## src/rtl/serial_adder_pkg.sv

```systemverilog
// Shared constants for the bit-serial adder: FSM state encodings, the default
// operand width, and the bit-counter sizing rule.
package serial_adder_pkg;

  localparam int unsigned DEFAULT_WIDTH = 8;
  localparam int unsigned STATE_W       = 2;

  localparam logic [STATE_W-1:0] ST_IDLE = 2'b00;
  localparam logic [STATE_W-1:0] ST_RUN  = 2'b01;
  localparam logic [STATE_W-1:0] ST_DONE = 2'b10;

  // The counter needs one extra bit so it can reach WIDTH without wrapping.
  function automatic int unsigned cnt_width(input int unsigned width);
    return $clog2(width) + 1;
  endfunction

endpackage

```

## src/rtl/serial_adder_fa.sv

```systemverilog
// Single-bit full-adder cell reused by the serial adder every cycle.
// Ports:
//   a, b, cin : operand bits and carry-in
//   sum       : a ^ b ^ cin
//   carry     : majority(a, b, cin)
module serial_adder_fa (
  input  logic a,
  input  logic b,
  input  logic cin,
  output logic sum,
  output logic carry
);

  assign sum   = a ^ b ^ cin;
  assign carry = (a & b) | (a & cin) | (b & cin);

endmodule

```

## src/rtl/serial_adder.sv

```systemverilog
// Bit-serial ripple adder: one full-adder cell processes the operands LSB
// first over WIDTH cycles, with the carry held in a flip-flop between bits.
// Ports:
//   clk, rst_n : rising-edge clock, asynchronous active-low reset
//   start      : request pulse, accepted only while idle
//   a, b, cin  : operands and carry-in, captured on the accepted start edge
//   busy       : high while an operation is running or completing
//   done       : one-cycle completion pulse
//   sum, cout  : result, valid from done until the next accepted start
module serial_adder
  import serial_adder_pkg::*;
#(
  parameter int unsigned WIDTH = DEFAULT_WIDTH
) (
  input  logic             clk,
  input  logic             rst_n,
  input  logic             start,
  input  logic [WIDTH-1:0] a,
  input  logic [WIDTH-1:0] b,
  input  logic             cin,
  output logic             busy,
  output logic             done,
  output logic [WIDTH-1:0] sum,
  output logic             cout
);

  localparam int unsigned CNT_W = cnt_width(WIDTH);

  logic [STATE_W-1:0] state_q,  state_d;
  logic [WIDTH-1:0]   a_sr_q,   a_sr_d;
  logic [WIDTH-1:0]   b_sr_q,   b_sr_d;
  logic [WIDTH-1:0]   sum_sr_q, sum_sr_d;
  logic               carry_q,  carry_d;
  logic [CNT_W-1:0]   cnt_q,    cnt_d;
  logic               busy_q,   busy_d;
  logic               done_q,   done_d;
  logic [WIDTH-1:0]   sum_q,    sum_d;
  logic               cout_q,   cout_d;

  logic             fa_s;
  logic             fa_c;
  logic [WIDTH-1:0] sum_shift;

  // Shared full-adder cell fed from the operand LSBs and the stored carry.
  serial_adder_fa u_fa (
    .a     (a_sr_q[0]),
    .b     (b_sr_q[0]),
    .cin   (carry_q),
    .sum   (fa_s),
    .carry (fa_c)
  );

  // New sum bit enters at the MSB; after WIDTH shifts bit 0 holds the LSB.
  assign sum_shift = WIDTH'({fa_s, sum_sr_q} >> 1);

  // Next-state and datapath control.
  always_comb begin
    state_d  = state_q;
    a_sr_d   = a_sr_q;
    b_sr_d   = b_sr_q;
    sum_sr_d = sum_sr_q;
    carry_d  = carry_q;
    cnt_d    = cnt_q;
    sum_d    = sum_q;
    cout_d   = cout_q;

    case (state_q)
      ST_IDLE: begin
        if (start) begin
          a_sr_d  = a;
          b_sr_d  = b;
          carry_d = cin;
          cnt_d   = '0;
          state_d = ST_RUN;
        end
      end
      ST_RUN: begin
        sum_sr_d = sum_shift;
        a_sr_d   = a_sr_q >> 1;
        b_sr_d   = b_sr_q >> 1;
        carry_d  = fa_c;
        cnt_d    = cnt_q + CNT_W'(1);
        // Last bit: publish the result directly so partial sums stay hidden.
        if (cnt_q == CNT_W'(WIDTH - 1)) begin
          state_d = ST_DONE;
          sum_d   = sum_shift;
          cout_d  = fa_c;
        end
      end
      ST_DONE: begin
        state_d = ST_IDLE;
      end
      default: begin
        state_d = ST_IDLE;
      end
    endcase

    // Status flags are registered from the next state so they line up with it.
    busy_d = (state_d != ST_IDLE);
    done_d = (state_d == ST_DONE);
  end

  // State and datapath registers.
  always_ff @(posedge clk or negedge rst_n) begin
    if (!rst_n) begin
      state_q  <= ST_IDLE;
      a_sr_q   <= '0;
      b_sr_q   <= '0;
      sum_sr_q <= '0;
      carry_q  <= 1'b0;
      cnt_q    <= '0;
      busy_q   <= 1'b0;
      done_q   <= 1'b0;
      sum_q    <= '0;
      cout_q   <= 1'b0;
    end else begin
      state_q  <= state_d;
      a_sr_q   <= a_sr_d;
      b_sr_q   <= b_sr_d;
      sum_sr_q <= sum_sr_d;
      carry_q  <= carry_d;
      cnt_q    <= cnt_d;
      busy_q   <= busy_d;
      done_q   <= done_d;
      sum_q    <= sum_d;
      cout_q   <= cout_d;
    end
  end

  assign busy = busy_q;
  assign done = done_q;
  assign sum  = sum_q;
  assign cout = cout_q;

endmodule

```

## config.mk

```make
export PLATFORM = sky130hd
export DESIGN_NAME = serial_adder
export DESIGN_NICKNAME = d
export VERILOG_FILES = /design/src/rtl/serial_adder_pkg.sv /design/src/rtl/serial_adder_fa.sv /design/src/rtl/serial_adder.sv
export SDC_FILE = /design/constraint.sdc
export NUM_CORES = 1
export LEC_CHECK = 0
export ABC_AREA = 1
export CAP_MARGIN = 20
export CELL_PAD_IN_SITES_DETAIL_PLACEMENT = 0
export CELL_PAD_IN_SITES_GLOBAL_PLACEMENT = 1
export CORE_UTILIZATION = 44
export CTS_BUF_LIST = sky130_fd_sc_hd__clkbuf_4 sky130_fd_sc_hd__clkbuf_8
export CTS_CLUSTER_DIAMETER = 100
export DETAILED_ROUTE_END_ITERATION = 8
export PLACE_DENSITY = 0.95
export SYNTH_ARGS = -nofsm -noshare
export SYNTH_HDL_FRONTEND = slang
export SYNTH_SLANG_ARGS = --single-unit
```

## constraint.sdc

```tcl
create_clock -name clk -period 1.9 [get_ports clk]
set_clock_uncertainty 0.05 [all_clocks]
set_input_delay 0.285 -clock clk [delete_from_list [all_inputs] [get_ports clk]]
set_output_delay 0.285 -clock clk [all_outputs]
set_load 0.005 [all_outputs]
```

== Word level (Yosys, flattened, before mapping) ==
Cells that the tools add are included.
Word-level totals
  output and inout bits: 11
  input port bits: 20
  bits in registers: 42
  word-level logic and storage cells: 38
  bits in latches: 0
  memory bits (read-only): 0
  RAM bits: 0
  memories: 0
Operators by class
  shifts and indexed selects: 0
  divide/modulo/power cells: 0
  reduce and logical (&&, ||, !) cells: 5
  equal/unequal tests: 4
  bitwise gates (word level): 7
  add/subtract/negate cells: 1
  magnitude comparators: 0
  multiply operators: 0
  muxes and demuxes: 11
Operators by type and width (number)
  $pmux 8 s2: 2
  $mux 8: 2
  $pmux 4 s2: 1
  $add 4x1->4 const B: 1
  $eq 4x3->1 const B: 1
  $mux 2: 2
  $mux 4: 1
  $pmux 2 s2: 1
  $reduce_and 2->1: 2
  $reduce_bool 2->1: 2
  $and 1x1->1: 3
  $eq 2x1->1 const B: 1
  $eq 2x2->1 const B: 1
  $logic_not 2->1: 1
  $ne 2x2->1 const B: 1
  $or 1x1->1: 2
  $pmux 1 s2: 1
  $xor 1x1->1: 2
  $mux 1: 1

== Depth between registers and ports, before layout ==
  word-level depth: 4
  depth in mapped cells: 7

== Hierarchy ==
Synthesis repeated with hierarchy kept, for this count alone.
Second synthesis, totals
  cells, all modules: 191
  area total of the unflattened synthesis: 1699.1 sq um
By module, submodules not included
  serial_adder: cells each 190, instances 1, area an instance 1679.1 sq um
  serial_adder_fa: cells each 1, instances 1, area an instance 20.0 sq um

== Least setup slack after synthesis ==
No wires, ideal clock.
  path type: flip-flop to flip-flop
  from: register carry_q
  to: register carry_q
  clock period less this slack: 1185 ps
  setup slack: 715 ps
  data required time: 1734 ps
  data arrival time: 1018 ps
  cell stages (with the launch flop): 6
  library setup time: 116 ps
  path buffers: 0
  cells stage by stage: dfrtp_1 fa_1 nand3_1 nand2_1 nand2_1 nand2_1
On the way
  longest elaborated chain between the ends: 4
  elaborated cells on any way between the ends: 5
  classes of those cells: mux: 1; bitwise: 4
Ends and longest elaborated chain
  start: declaration: line serial_adder.sv:33  | logic carry_q, carry_d;
  start signal: assignment: line serial_adder.sv:121  | carry_q <= carry_d;
  $and 1x1->1: line serial_adder_fa.sv:15  | assign carry = (a & b) | (a & cin) | (b & cin);
  $or 1x1->1: line serial_adder_fa.sv:15
  $or 1x1->1 *: line serial_adder_fa.sv:15
  via fa_c: line serial_adder.sv:41  | logic fa_c;
  $pmux 1 s2 *: line serial_adder.sv:67  | case (state_q)
The timed path passes the listed nets; every way through them passes the cells marked *.
A chain may end at the register's enable or synchronous reset.

== Worst setup path after layout ==
  from: register sum_q[2] (netlist: sum[2])
  to: output port sum[2]
RTL lines
  start: declaration: line serial_adder.sv:37  | logic [WIDTH-1:0] sum_q, sum_d;
  start signal: assignment: line serial_adder.sv:125  | sum_q <= sum_d;
  end: declaration: line serial_adder.sv:23  | output logic [WIDTH-1:0] sum,
No word-level cell between the ends.

==> out/results.tsv <==
stage	metric	value	unit
status	status	finished clean	
cells_and_area	antenna_cells	0	
setup_path	max_stage_delay	510	ps
synth	synth_fp_nets	245	
setup_path	ff2ff_path_depth	6	
synth	synth_edf_count	0	
setup_path	worst_ep_required_time	1560	ps
floorplanning	die_w	66.9	microns
floorplanning	start_util	46.0	%
timing	slew_violations	0	
global_routing	grt_usage	18.7	%
timing	worst_slack	418	ps
global_routing	grt_max_degree	22	
synth	yosysWarnings	0	
place	dp_hpwl	2340	microns
route	drtIter0Drc	49	
power_and_ir_drop	leakagePower	1.19	nW
setup_path	reg2reg_from	state_q[1]	
hold_path	hp-start	sum_sr_q[5]	
place	globalplace.congestion	0.814	
synth	seq_area_frac_synth	55.4	%
setup_path	cp.arrival	1150	ps
setup_path	crit_path_end_kind	output pin	
route	dr_total_vias	1427	
setup_path	crit_type	flop to output pin	
synth	synth_area_leaders	dfrtp_1, nand2_1, nand3_1	
floorplanning	pin_count	31	
synth	synth_cell_types	20	
cells_and_area	fin_cells	306	
synth	netlist_top_cells_count	nand2_1, dfrtp_1, nand3_1, o21ai_0	
route	drc	0	
route	vias_per_cell	4.66	
run	maxCapViolCount	0	
global_routing	grt-ovfl-total	0	
synth	synthMostInstantiatedCell	nand2_1	
clock_network	clkSinkCount	41	
place	dp_slack	314	ps
synth	netlist_area	1850	sq um
synth	yosysTopAreaCell	dfrtp_1	
clock_network	cts_buffer_depth	2	
setup_path	crit_path_top_delay_cell	clkdlybuf4s50_1	
clock_network	clkTransAtPathRegs	70	ps
global_routing	grt_pass1_wl	6070	microns
timing	finalSetupViolCount	0	
synth	async_flop_share	100	%
setup_path	crit_buf_inv	1	
timing	fin_crit	1480	ps
floorplanning	fp.dieH	66.9	microns
setup_path	path_delay_family	buffers and inverters	
setup_path	crit_chain	clkdlybuf4s50_1	
timing	worst_pin_slew	510	ps
route	drt-wirelength-per-cell	11.4	microns
synth	synth_top_area_share	55.4	%
clock_network	cts_root_buf	clkbuf_8	
clock_network	htreeDepth	2	
place	io_buffer_count	30	
timing	post-route-period-util	78.0	%
route	drtAntennaViolNets	0	
clock_network	tritoncts	yes	
synth	avgSynthCellArea	8.30	sq um
route	routed_wl	3490	microns
setup_path	rrSetupSlack	480	ps
clock_network	cts_made_buffers	5	
timing	max_freq	675	MHz
global_routing	antenna_found_initial	0	
cells_and_area	final_layout_size_suffix_gt1_share	7.81	%
cells_and_area	fillers	379	
timing	tns	0	ps
global_routing	grt_pass1_vias	1352	
synth	syn_inst	223	
setup_path	critPathMaxFanout	2	
floorplanning	dieArea	4470	sq um
hold_path	min_path_cells	2	
route	detail_route.first_pass.iterations	4	
timing	final_hold_viol_count	0	
timing	maxSlewHeadroom	66.0	%
cells_and_area	syn2layout_area_growth	23.4	%
setup_path	critical_path.startpoint	sum[2]	
timing	rsz0062_at_grt	no	
setup_path	r2r-end	sum[2]	
floorplanning	core-area	4030	sq um
hold_path	worst_hold_path_type	flop to flop	
cells_and_area	num-nets-final	278	
clock_network	clock_latency	290	ps
place	place_inst	298	
timing	whs	423	ps
setup_path	start_kind	flop	
power_and_ir_drop	vdd_drop_max	0.780	mV
synth	ys.flop_type	dfrtp_1	
synth	ys_ff_latch	41	
power_and_ir_drop	power.density	1490	nW/um^2
hold_path	hold_end	sum[4]	
floorplanning	std_cell_rows	23	
==> metal layers <==
| metal | track usage, % | wire [microns] | up-vias |
|---|---|---|---|
| met5 | 0 | 0 | - |
| met4 | 10.4 | 90 | 0 |
| met3 | 3.60 | 134 | 8 |
| met2 | 27.0 | 1490 | 33 |
| met1 | 26.1 | 1780 | 630 |
| li1 | - | - | 756 |
==> how the worst max path moves through the flow <==
stage	endpoint	cells after the start
global route	sum[0]	6
global placement	b_sr_q[4]	5
finish	sum[2]	1
CTS	sum[2]	1
floorplan	carry_q	5
detailed placement	b_sr_q[7]	5
==> metrics by stage <==
| stage | cell area, sq um | util, % | power (mW) |
|---|---|---|---|
| after CTS | 2280 | 56.7 | 3.44 |
| after floorplan | 1850 | - | 2.44 |
| after detailed placement | 2180 | 54.2 | 2.85 |
| after global placement | 2180 | 54.2 | 2.82 |
| final | 2280 | 56.7 | 3.40 |
| after global routing | 2280 | 56.7 | 3.73 |
==> flip-flops by register name (all words and copies together) (netlist names) <==
register and flops:
b_sr_q 8, cnt_q 4, sum_sr_q 7, sum 8, carry_q 1, state_q 2
cout 1, a_sr_q 8, done 1, busy 1
==> kinds of logic after synthesis <==
logic type / Yosys count / share of synthesized area (%)
compound gates: 10 / 3.51
simple gates: 154 / 34.1
buf+inv: 16 / 5.20
flops: 41 / 55.4
fa+ha+maj: 2 / 1.76
==> layout by cell type, fill, tap and decap left out, types with 2 or more instances in the layout <==
cell type          n
nand2_1          126
dfrtp_1           41
clkdlybuf4s50_1   29
nand3_1           20
clkbuf_8           6
o21ai_0            5
inv_1              4
nor2_1             4
o21ai_1            3
buf_4              3
inv_2              2
==> tightest hold or removal path, cell delays in order, from the launching register on <==
cell and delay [ps]:
dfrtp_1 340, nand2_1 50, nand2_1 50
==> repair_timing <==
item                      CTS  global route
gates resized for setup     0             0
hold buffers                1             0
hold endpoints to repair   20             0
buffers inserted            0             0
==> power breakdown <==
part           switching [mW]  leakage, nW  internal, mW  total, mW
sequential              0.248        0.523          1.24       1.49
clock                   0.273       0.0477         0.302      0.575
combinational           0.750        0.616         0.587       1.34
==> area by class of cell <==
cell class | instances | area (sq um) | share of cell area (%)
clock buffer | 7 | 90.1 | 3.94
timing repair buffer | 35 | 348 | 15.2
multi-input combinational | 166 | 729 | 31.9
sequential | 41 | 1030 | 44.9
inverter | 7 | 28.8 | 1.26
tap | 50 | 62.6 | 2.74
(Power assumes the default switching activity.)
